[config.mk]
export PLATFORM = sky130hd
export DESIGN_NAME = mole_sched
export DESIGN_NICKNAME = d
export VERILOG_FILES = /design/src/rtl/mole_pkg.sv /design/src/rtl/tick_gen.sv /design/src/rtl/mole_sched.sv
export SDC_FILE = /design/constraint.sdc
export NUM_CORES = 1
export LEC_CHECK = 0
export ABC_AREA = 1
export CAP_MARGIN = 20
export CORE_ASPECT_RATIO = 1.5
export CORE_MARGIN = 8
export CORE_UTILIZATION = 55
export CTS_CLUSTER_DIAMETER = 40
export DETAILED_ROUTE_END_ITERATION = 8
export GPL_ROUTABILITY_DRIVEN = 0
export PLACE_DENSITY_LB_ADDON = 0.15
export SETUP_SLACK_MARGIN = 0.05
export SKIP_CTS_REPAIR_TIMING = 1
export SYNTH_ARGS = -nofsm -noshare
export SYNTH_HDL_FRONTEND = slang
export SYNTH_HIERARCHICAL = 1
export SYNTH_SLANG_ARGS = --single-unit
[constraint.sdc]
create_clock -name CLK100MHZ -period 5.4 [get_ports CLK100MHZ]
set_input_delay 1.35 -clock CLK100MHZ [delete_from_list [all_inputs] [get_ports CLK100MHZ]]
set_output_delay 1.35 -clock CLK100MHZ [all_outputs]
set_load 0.03 [all_outputs]
[src/rtl/mole_pkg.sv]
// Shared types and helpers for the whack-a-mole scheduler: FSM state encoding,
// score/miss widths and the hole-position one-hot decode.
package mole_pkg;

   localparam int SCORE_W = 8;
   localparam int MISS_W  = 4;

   typedef enum logic [1:0] {
      IDLE,
      GAP,
      UP,
      OVER
   } state_t;

   function automatic logic [7:0] onehot(input logic [2:0] p);
      return 8'b1 << p;
   endfunction

endpackage

[src/rtl/tick_gen.sv]
// Prescaler: emits a registered one-cycle tick every DIV clocks (1 ms at CLK_HZ/1000).
module tick_gen #(
   parameter int DIV = 100000
) (
   input  logic CLK100MHZ,
   input  logic CPU_RESETN,
   output logic tick
);

   localparam int CW = (DIV > 1) ? $clog2(DIV) : 1;

   logic [CW-1:0] cnt;

   // NOTE: state registers use non-blocking (<=) so every flop samples the
   // pre-edge values; blocking here would create order-dependent races.
   always_ff @(posedge CLK100MHZ) begin
      if (!CPU_RESETN) begin
         cnt  <= '0;
         tick <= 1'b0;
      end else if (cnt == CW'(DIV - 1)) begin
         cnt  <= '0;
         tick <= 1'b1;
      end else begin
         cnt  <= cnt + CW'(1);
         tick <= 1'b0;
      end
   end

endmodule

[src/rtl/mole_sched.sv]
// Whack-a-mole game scheduler. Define MOLE_SPEEDUP_EN to shrink the UP window
// by UP_MS/8 every 8 correct hits (floor UP_MS/4). `rand` is a reserved word, so
// the LFSR position input is named rnd.
module mole_sched
   import mole_pkg::*;
#(
   parameter int CLK_HZ   = 100000000,
   parameter int UP_MS    = 1000,
   parameter int GAP_MS   = 250,
   parameter int MAX_MISS = 5
) (
   input  logic               CLK100MHZ,
   input  logic               CPU_RESETN,
   input  logic               start,
   input  logic [2:0]         rnd,
   input  logic [7:0]         hit,
   output logic [7:0]         mole,
   output logic [SCORE_W-1:0] score,
   output logic [MISS_W-1:0]  misses,
   output logic               game_over
);

   localparam int CNT_W = $clog2(((UP_MS > GAP_MS) ? UP_MS : GAP_MS) + 1);

   state_t            state;
   logic              tick;
   logic              start_q;
   logic              start_rise;
   logic [7:0]        hit_q;
   logic [7:0]        hit_edge;
   logic [7:0]        mole_mask;
   logic [2:0]        pos;
   logic [2:0]        spawn_pos;
   logic [CNT_W-1:0]  ms_cnt;
   logic [CNT_W-1:0]  up_win;
   logic              correct;
   logic              wrong;
   logic              timeout;
   logic              miss_inc;
   logic [MISS_W-1:0] miss_next;

   tick_gen #(
      .DIV(CLK_HZ / 1000)
   ) u_tick (
      .CLK100MHZ (CLK100MHZ),
      .CPU_RESETN(CPU_RESETN),
      .tick      (tick)
   );

   // NOTE: every signal is assigned unconditionally at the top of this block,
   // so no path can leave one unassigned and infer a latch.
   always_comb begin
      mole_mask  = onehot(pos);
      start_rise = start & ~start_q;
      hit_edge   = hit & ~hit_q;
      correct    = |(hit_edge & mole_mask);
      wrong      = |(hit_edge & ~mole_mask);
      timeout    = tick && (ms_cnt == up_win - CNT_W'(1));
      miss_inc   = !correct && (wrong || timeout);
      miss_next  = (miss_inc && misses != '1) ? misses + MISS_W'(1) : misses;
      spawn_pos  = (rnd == pos) ? rnd + 3'd1 : rnd;
   end

`ifdef MOLE_SPEEDUP_EN
   localparam int STEP  = UP_MS / 8;
   localparam int FLOOR = (UP_MS / 4 > 0) ? UP_MS / 4 : 1;

   always_ff @(posedge CLK100MHZ) begin
      if (!CPU_RESETN) begin
         up_win <= CNT_W'(UP_MS);
      end else if ((state == IDLE || state == OVER) && start_rise) begin
         up_win <= CNT_W'(UP_MS);
      end else if (state == UP && correct && score != '1 && score[2:0] == 3'd7) begin
         up_win <= (up_win >= CNT_W'(FLOOR + STEP)) ? up_win - CNT_W'(STEP) : CNT_W'(FLOOR);
      end
   end
`else
   assign up_win = CNT_W'(UP_MS);
`endif

   always_ff @(posedge CLK100MHZ) begin
      if (!CPU_RESETN) begin
         state     <= IDLE;
         mole      <= '0;
         score     <= '0;
         misses    <= '0;
         game_over <= 1'b0;
         pos       <= '0;
         hit_q     <= '0;
         // A start held high through reset must not look like a fresh press.
         start_q   <= 1'b1;
         ms_cnt    <= '0;
      end else begin
         hit_q   <= hit;
         start_q <= start;
         case (state)
            IDLE, OVER: begin
               if (start_rise) begin
                  score     <= '0;
                  misses    <= '0;
                  game_over <= 1'b0;
                  mole      <= '0;
                  ms_cnt    <= '0;
                  state     <= GAP;
               end
            end
            GAP: begin
               if (tick) begin
                  if (ms_cnt == CNT_W'(GAP_MS - 1)) begin
                     ms_cnt <= '0;
                     pos    <= spawn_pos;
                     mole   <= onehot(spawn_pos);
                     state  <= UP;
                  end else begin
                     ms_cnt <= ms_cnt + CNT_W'(1);
                  end
               end
            end
            UP: begin
               misses <= miss_next;
               if (correct && score != '1) score <= score + SCORE_W'(1);
               if (tick) ms_cnt <= ms_cnt + CNT_W'(1);
               if (miss_next >= MISS_W'(MAX_MISS)) begin
                  state     <= OVER;
                  game_over <= 1'b1;
                  mole      <= '0;
                  ms_cnt    <= '0;
               end else if (correct || timeout) begin
                  state  <= GAP;
                  mole   <= '0;
                  ms_cnt <= '0;
               end
            end
            default: state <= IDLE;
         endcase
      end
   end

endmodule

==> results.txt <==
PortBufs = 34
total leakage power = 1.91 nW
number of global-route vias before repair = 3380
sw power = 505 uW
worst setup margin = 2140 ps
maxcap violations = 0
highest-count cells in the layout ignoring fill and taps = nand2_1 (155), nor2_1 (96), inv_1 (89), dfxtp_1 (63), a21oi_1 (35)
#FFs+latches synth = 63
critical path cell sequence = clkdlybuf4s50_1 -> inv_1 -> nor2_1 -> nand2_1 -> nand2_1 -> nor2_2 -> nand3_2 -> nand3_2 -> nand2_1 -> nand2_1 -> inv_1 -> nand2_2 -> nand4_2 -> nand3_2 -> a21oi_1 -> nor2_1
largest net degree at the start of global routing = 36
CTS tree = done
internal power = 937 uW
crit path capture type = flop
Main synth FF type = dfxtp_1
final worst path period need = 3260 ps
CTS sink count = 63
Post-synth EDFFs = 0
Crit Path Category = primary input to flop
most common cell after layout, fill and taps aside = nand2_1
crit-path max FO = 20
Flop pwr share = 0.382
CTS Buf Count = 9
required time of the critical path = 5630 ps
CTS Buffer Depth = 2
H-tree Lvls = 3
CTS clk-pin slew, worst paths = 70 ps
HPWL after detailed placement = 6.16 mm
Clock Power Share = 0.307
layout cell share with drive strength beyond 1 = 0.0896
DR vias/cell = 5.03
later-pin clock latency in the skew report = 340 ps
worst-margin pin slew = 525 ps
Setup-failing EPs final = 0
pre-CTS setup slack = 1810 ps
Final Skew = 5.76 ps
Startpoint Class = primary input
synthesized netlist cell count = 586
Max VDD drop = 0.182 mV
Slew Limit Fails = 0
Area Growth Syn to Fin = 14.5%
antenna diode count = 0
Synth cell types = 37
GRT overflow = 0
DRC violation count after routing = 0
Starting Density = 0.556
fmax = 306 MHz
combinational power share = 0.310
chip height = 117 microns
sequential fraction of the synthesis area = 0.336
DRT antenna net count = 0
worst path arrival time = 3490 ps
Synth async-reset ratio = 0
Fin. Hold Viols = 0
Tcrit/Tclk final = 0.604
DIE WIDTH = 83.5 microns
Pre-antenna DRT Iters = 4
CTS root buffer = clkbuf_8
initial antenna violation count = 0
switching share of power = 0.350
die area = 9790 sq um
Overall Global Routing Usage = 0.171
Syn Area/Cell = 6.41 sq um
core area = 6760 sq um
outcome = complete, no violations
first-pass GRT wire length = 13.8 mm
fin nets = 644
# rows = 37
Hold Path Class = flop to flop
CP top delay family = simple AND/OR/NAND/NOR gates
final setup TNS = 0 ps
syn_nets = 609
Post-Route WL = 8.19 mm
Slew Limit Headroom = 0.647
pwr dens = 335 nW/um^2
Worst path max stage delay = 500 ps
Slowest cell on crit path = clkdlybuf4s50_1
CP Buf/Inv Count = 3
most used cell, CP = nand2_1
First DRT Iteration DRCs = 151
Cell Area, Synth = 3760 sq um
DR WL/cell = 11.6 microns
total vias in the final route = 3534
# IOs = 35
RSZ-0062 raised after global routing = no
yosys warns = 6
stage by stage:
step                       util  total power [mW]  instances  instance area (sq um)  hold slack (ps)
after global placement    0.605             0.996        688                   4090              439
after floorplan               -             0.918        586                   3760              427
final                     0.636              1.44        703                   4300              464
after global routing      0.636              1.54        703                   4300              483
after CTS                 0.636              1.46        703                   4300              465
after detailed placement  0.605              1.01        688                   4090              453
state kept, by name, indices dropped and copies added, names as in the netlist:
signal,flops
game_over,1
hit_q,8
misses,4
mole,8
ms_cnt,10
pos,3
score,8
start_q,1
state,2
u_tick/cnt,17
u_tick/tick,1
path summary, 6_finish.rpt:
check | slack (ps) | depth (start not counted) | from | endpoint
hold reg to reg | 460 | 1 | u_tick/cnt[0] | u_tick/cnt[0]
setup / recovery | 2140 | 16 | hit[1] | mole[7]
hold / removal | 460 | 1 | u_tick/cnt[0] | u_tick/cnt[0]
setup reg to reg | 2880 | 12 | state[0] | score[7]
area by class of cell:
type,instances,area (sq um)
Tap cell,78,97.6
Clock buffer,11,141
Clock inverter,4,70.1
Timing Repair Buffer,35,348
Sequential cell,63,1260
Fill cell,624,2460
Multi-Input combinational cell,417,2030
Inverter,95,357
cell families (layout without fill, tap and decap cells):
| logic type | after synthesis | count (layout) | synth area share |
|---|---|---|---|
| multiplexers | 1 | 1 | 0.00266 |
| XOR/XNOR | 16 | 16 | 0.0373 |
| AND/OR/NAND/NOR | 337 | 337 | 0.391 |
| buffers and inverters | 106 | 145 | 0.125 |
| adder cells (fa/ha/maj) | 9 | 9 | 0.0300 |
| flip-flops | 63 | 63 | 0.336 |
| AO/OA/AOI/OAI | 54 | 54 | 0.0783 |
worst register-to-register path, delay by kind of cell (launching register included):
| kind | cells | cell delay [ps] |
|---|---|---|
| AO/OA/AOI/OAI | 3 | 520 |
| adder cells (fa/ha/maj) | 1 | 460 |
| buffers and inverters | 3 | 330 |
| flip-flops | 1 | 360 |
| AND/OR/NAND/NOR | 5 | 750 |
power by group through the flow:
stage | logic (mW) | clock network (mW) | registers (mW)
detailed placement | 0.448 | 0 | 0.560
CTS | 0.450 | 0.458 | 0.550
global route | 0.514 | 0.474 | 0.557
finish | 0.448 | 0.443 | 0.551
global placement | 0.437 | 0 | 0.559
floorplan | 0.331 | 0 | 0.587
per-layer routing:
layer  track usage  vias up  share of wire
met2         0.326       83           0.53
met4         0.123        0          0.037
li1              -     1871              -
met5             0        -              0
met3        0.0429       26          0.043
met1         0.154     1554           0.39
cell usage after synthesis (3+ instances only):
cell type / number / share of area
a21oi_1: 35 / 0.047
buf_6: 5 / 0.015
dfxtp_1: 63 / 0.34
ha_1: 9 / 0.030
inv_1: 89 / 0.089
inv_2: 6 / 0.0060
nand2_1: 155 / 0.15
nand2_2: 6 / 0.010
nand3_1: 33 / 0.044
nand3_2: 5 / 0.013
nand4_1: 6 / 0.010
nor2_1: 96 / 0.096
nor2_2: 17 / 0.028
nor3_1: 12 / 0.016
o21ai_0: 8 / 0.011
o21bai_1: 3 / 0.0060
xnor2_1: 8 / 0.019
xor2_1: 8 / 0.019
No activity file was read; power rests on OpenSTA's default activity.
==> RTL change, RTL diff (same settings) <==
Encoding of `state_t`: now one-hot (4 bits for 4 states).
--- a/src/rtl/mole_pkg.sv
+++ b/src/rtl/mole_pkg.sv
@@ -6,9 +6,9 @@
    localparam int MISS_W  = 4;
 
-   typedef enum logic [1:0] {
-      IDLE,
-      GAP,
-      UP,
-      OVER
+   typedef enum logic [3:0] {
+      IDLE = 4'b0001,
+      GAP  = 4'b0010,
+      UP   = 4'b0100,
+      OVER = 4'b1000
    } state_t;
 
Behaviour: no difference found for any inputs over 10 cycles, from zero or initial values and one cycle with CPU_RESETN low; not proved beyond that.
==> RTL change against the unedited design <==
  * Total power is 13% lower
  * Area after synthesis is 5.9% higher
  * Design area is 4.2% higher
  * Count of clock-buffer cells in the layout is 1 higher
  * Worst setup slack better by 0.075 ns
  * Wire length is 4.1% higher
  * Synthesized cell count is 2.7% higher
  * Sequential cell count is 2 higher
  * Highest routed layer unchanged
==> RTL change: results (changes against the unedited design) <==
The met3 demand-to-capacity share in global routing is 2.582% (-1.7 points), and the maximum number of pins on one net before global-route repair is 29 (-19%). The run gives 6583 um (+6.9%) as the placed wire-length estimate after detailed placement. The net count after synthesis is 622 (+2.1%), and the share of post-route cells with drive strength above 1 is 11.89% (+2.9 points).

The total track usage is 17.65% (+0.57 points), and the global-route wire length before repair is 14950 um (+8.2%). The global routing usage on met1 was 18.29% (+2.9 points); the max-slew headroom at the worst pin was 59.43% (-5.3 points). Yosys attributes the largest share of cell area to sky130_fd_sc_hd__dfxtp_1 (33%), sky130_fd_sc_hd__nand2_1 (13%), sky130_fd_sc_hd__nor2_1 (8.3%), sky130_fd_sc_hd__inv_1 (7.8%), sky130_fd_sc_hd__nand3_1 (5.0%). The fraction of met2 tracks used by global routing was 32.73% (+0.11 points); the distinct cell type count after synthesis was 40 (+8.1%). For the number of instances in the placed design, the log shows 704 (+2.3%). The run gives 65 (+3.2%) as the number of clock sinks seen by CTS.

The average cell area after synthesis is 6.609 um2 (+3.1%), and the deepest level of the CTS H-tree is 3 (unchanged). The delay of the slowest critical-path stage is 0.44 ns (-0.06 ns), and the number of global-route vias before repair is 3521 (+4.2%). For the first-iteration detailed-routing DRC count, the log shows 144 (-4.6%). The net switching component of the power was 0.0004404 W (-13%).

The number of nets in the final layout was 655 (+1.7%). The run gives 4320 um2 (+5.7%) as the total cell area at the placement stage. The number of vias per cell after detailed routing is 5.132 (+2.1%). The flow ran to the end, and the final reports show no timing, DRC or antenna violations.

After synthesis, the most frequently instantiated cells are sky130_fd_sc_hd__nand2_1 (140), sky130_fd_sc_hd__nor2_1 (88), sky130_fd_sc_hd__inv_1 (83). The maximum fanout count along the critical path was 16 (-20%); the leakage power total was 1.885 nW (-1.0%). Endpoint arrival time on the critical path: 3.41 ns (-0.08 ns). The post-route non-filler standard cell count was 719 (+2.3%).
-- RTL change: cell types whose count changed in the layout (fill, tap and decap cells not counted), moves of 4 or more --
cell / before / now
sky130_fd_sc_hd__nand2_1: 155 / 140
sky130_fd_sc_hd__nand4_1: 6 / 17
sky130_fd_sc_hd__nor2_1: 96 / 88
sky130_fd_sc_hd__nand3_1: 33 / 40
sky130_fd_sc_hd__a21oi_1: 35 / 29
sky130_fd_sc_hd__inv_1: 89 / 83
sky130_fd_sc_hd__nand2_2: 6 / 11
sky130_fd_sc_hd__o21ai_0: 8 / 13
sky130_fd_sc_hd__nor2_2: 17 / 21
sky130_fd_sc_hd__nor4_1: 1 / 5
-- RTL change: logic make-up (layout without fill, tap and decap cells) --
group                    after synthesis  count (layout)  synth area share, %
flip-flops                            65              65                32.70
AND/OR/NAND/NOR                      355             355                42.26
AO/OA/AOI/OAI                         51              51                7.296
multiplexers                           1               1               0.2516
adder cells (fa/ha/maj)                6               6                1.887
XOR/XNOR                              19              19                4.182
buffers and inverters                105             142                11.41
-- RTL change: power groups by stage --
stage / sequential (W) / combinational [W] / clock (W)
5_1_grt: 0.000545 / 0.000416 / 0.000385
6_report: 0.000541 / 0.000360 / 0.000353
3_3_place_gp: 0.000551 / 0.000349 / 0
2_1_floorplan: 0.000548 / 0.000304 / 0
3_5_place_dp: 0.000551 / 0.000361 / 0
4_1_cts: 0.000541 / 0.000362 / 0.000365
-- RTL change: worst paths after layout --
check,startpoint,to,slack (ns),depth (start not counted)
worst min register to register,u_tick/cnt[0]$_SDFF_PP0_,u_tick/cnt[0]$_SDFF_PP0_,0.46,1
worst max register to register,pos[1]$_SDFFE_PN0P_,mole[6]$_SDFFE_PN0P_,3.02,14
worst max-delay path,hit[4],ms_cnt[2]$_SDFFE_PN0P_,2.21,17
worst min-delay path,u_tick/cnt[0]$_SDFF_PP0_,u_tick/cnt[0]$_SDFF_PP0_,0.46,1
-- RTL change: final cells by class --
| cell class | instances | area (um2) |
|---|---|---|
| fillers | 702 | 2649 |
| multi-input cells | 432 | 2223 |
| flip-flops and latches | 65 | 1301 |
| repair buffers | 35 | 347.8 |
| inverters | 92 | 347.8 |
| clock buffers | 12 | 145.1 |
| well taps | 80 | 100.1 |
| clock inverters | 3 | 17.52 |
-- RTL change: through the flow --
stage	setup slack, ns	power, W
after floorplan	2.599	0.0008520
after global placement	1.950	0.0009000
after detailed placement	1.872	0.0009129
after CTS	2.227	0.001269
after global routing	1.893	0.001346
final	2.212	0.001254
-- RTL change: routing by layer --
layer	routed length, um	up-vias	share of wire [%]
met5	0	-	0
met4	159	0	1.9
met3	304	12	3.6
met2	4492	64	53
met1	3566	1654	42
li1	-	1960	-
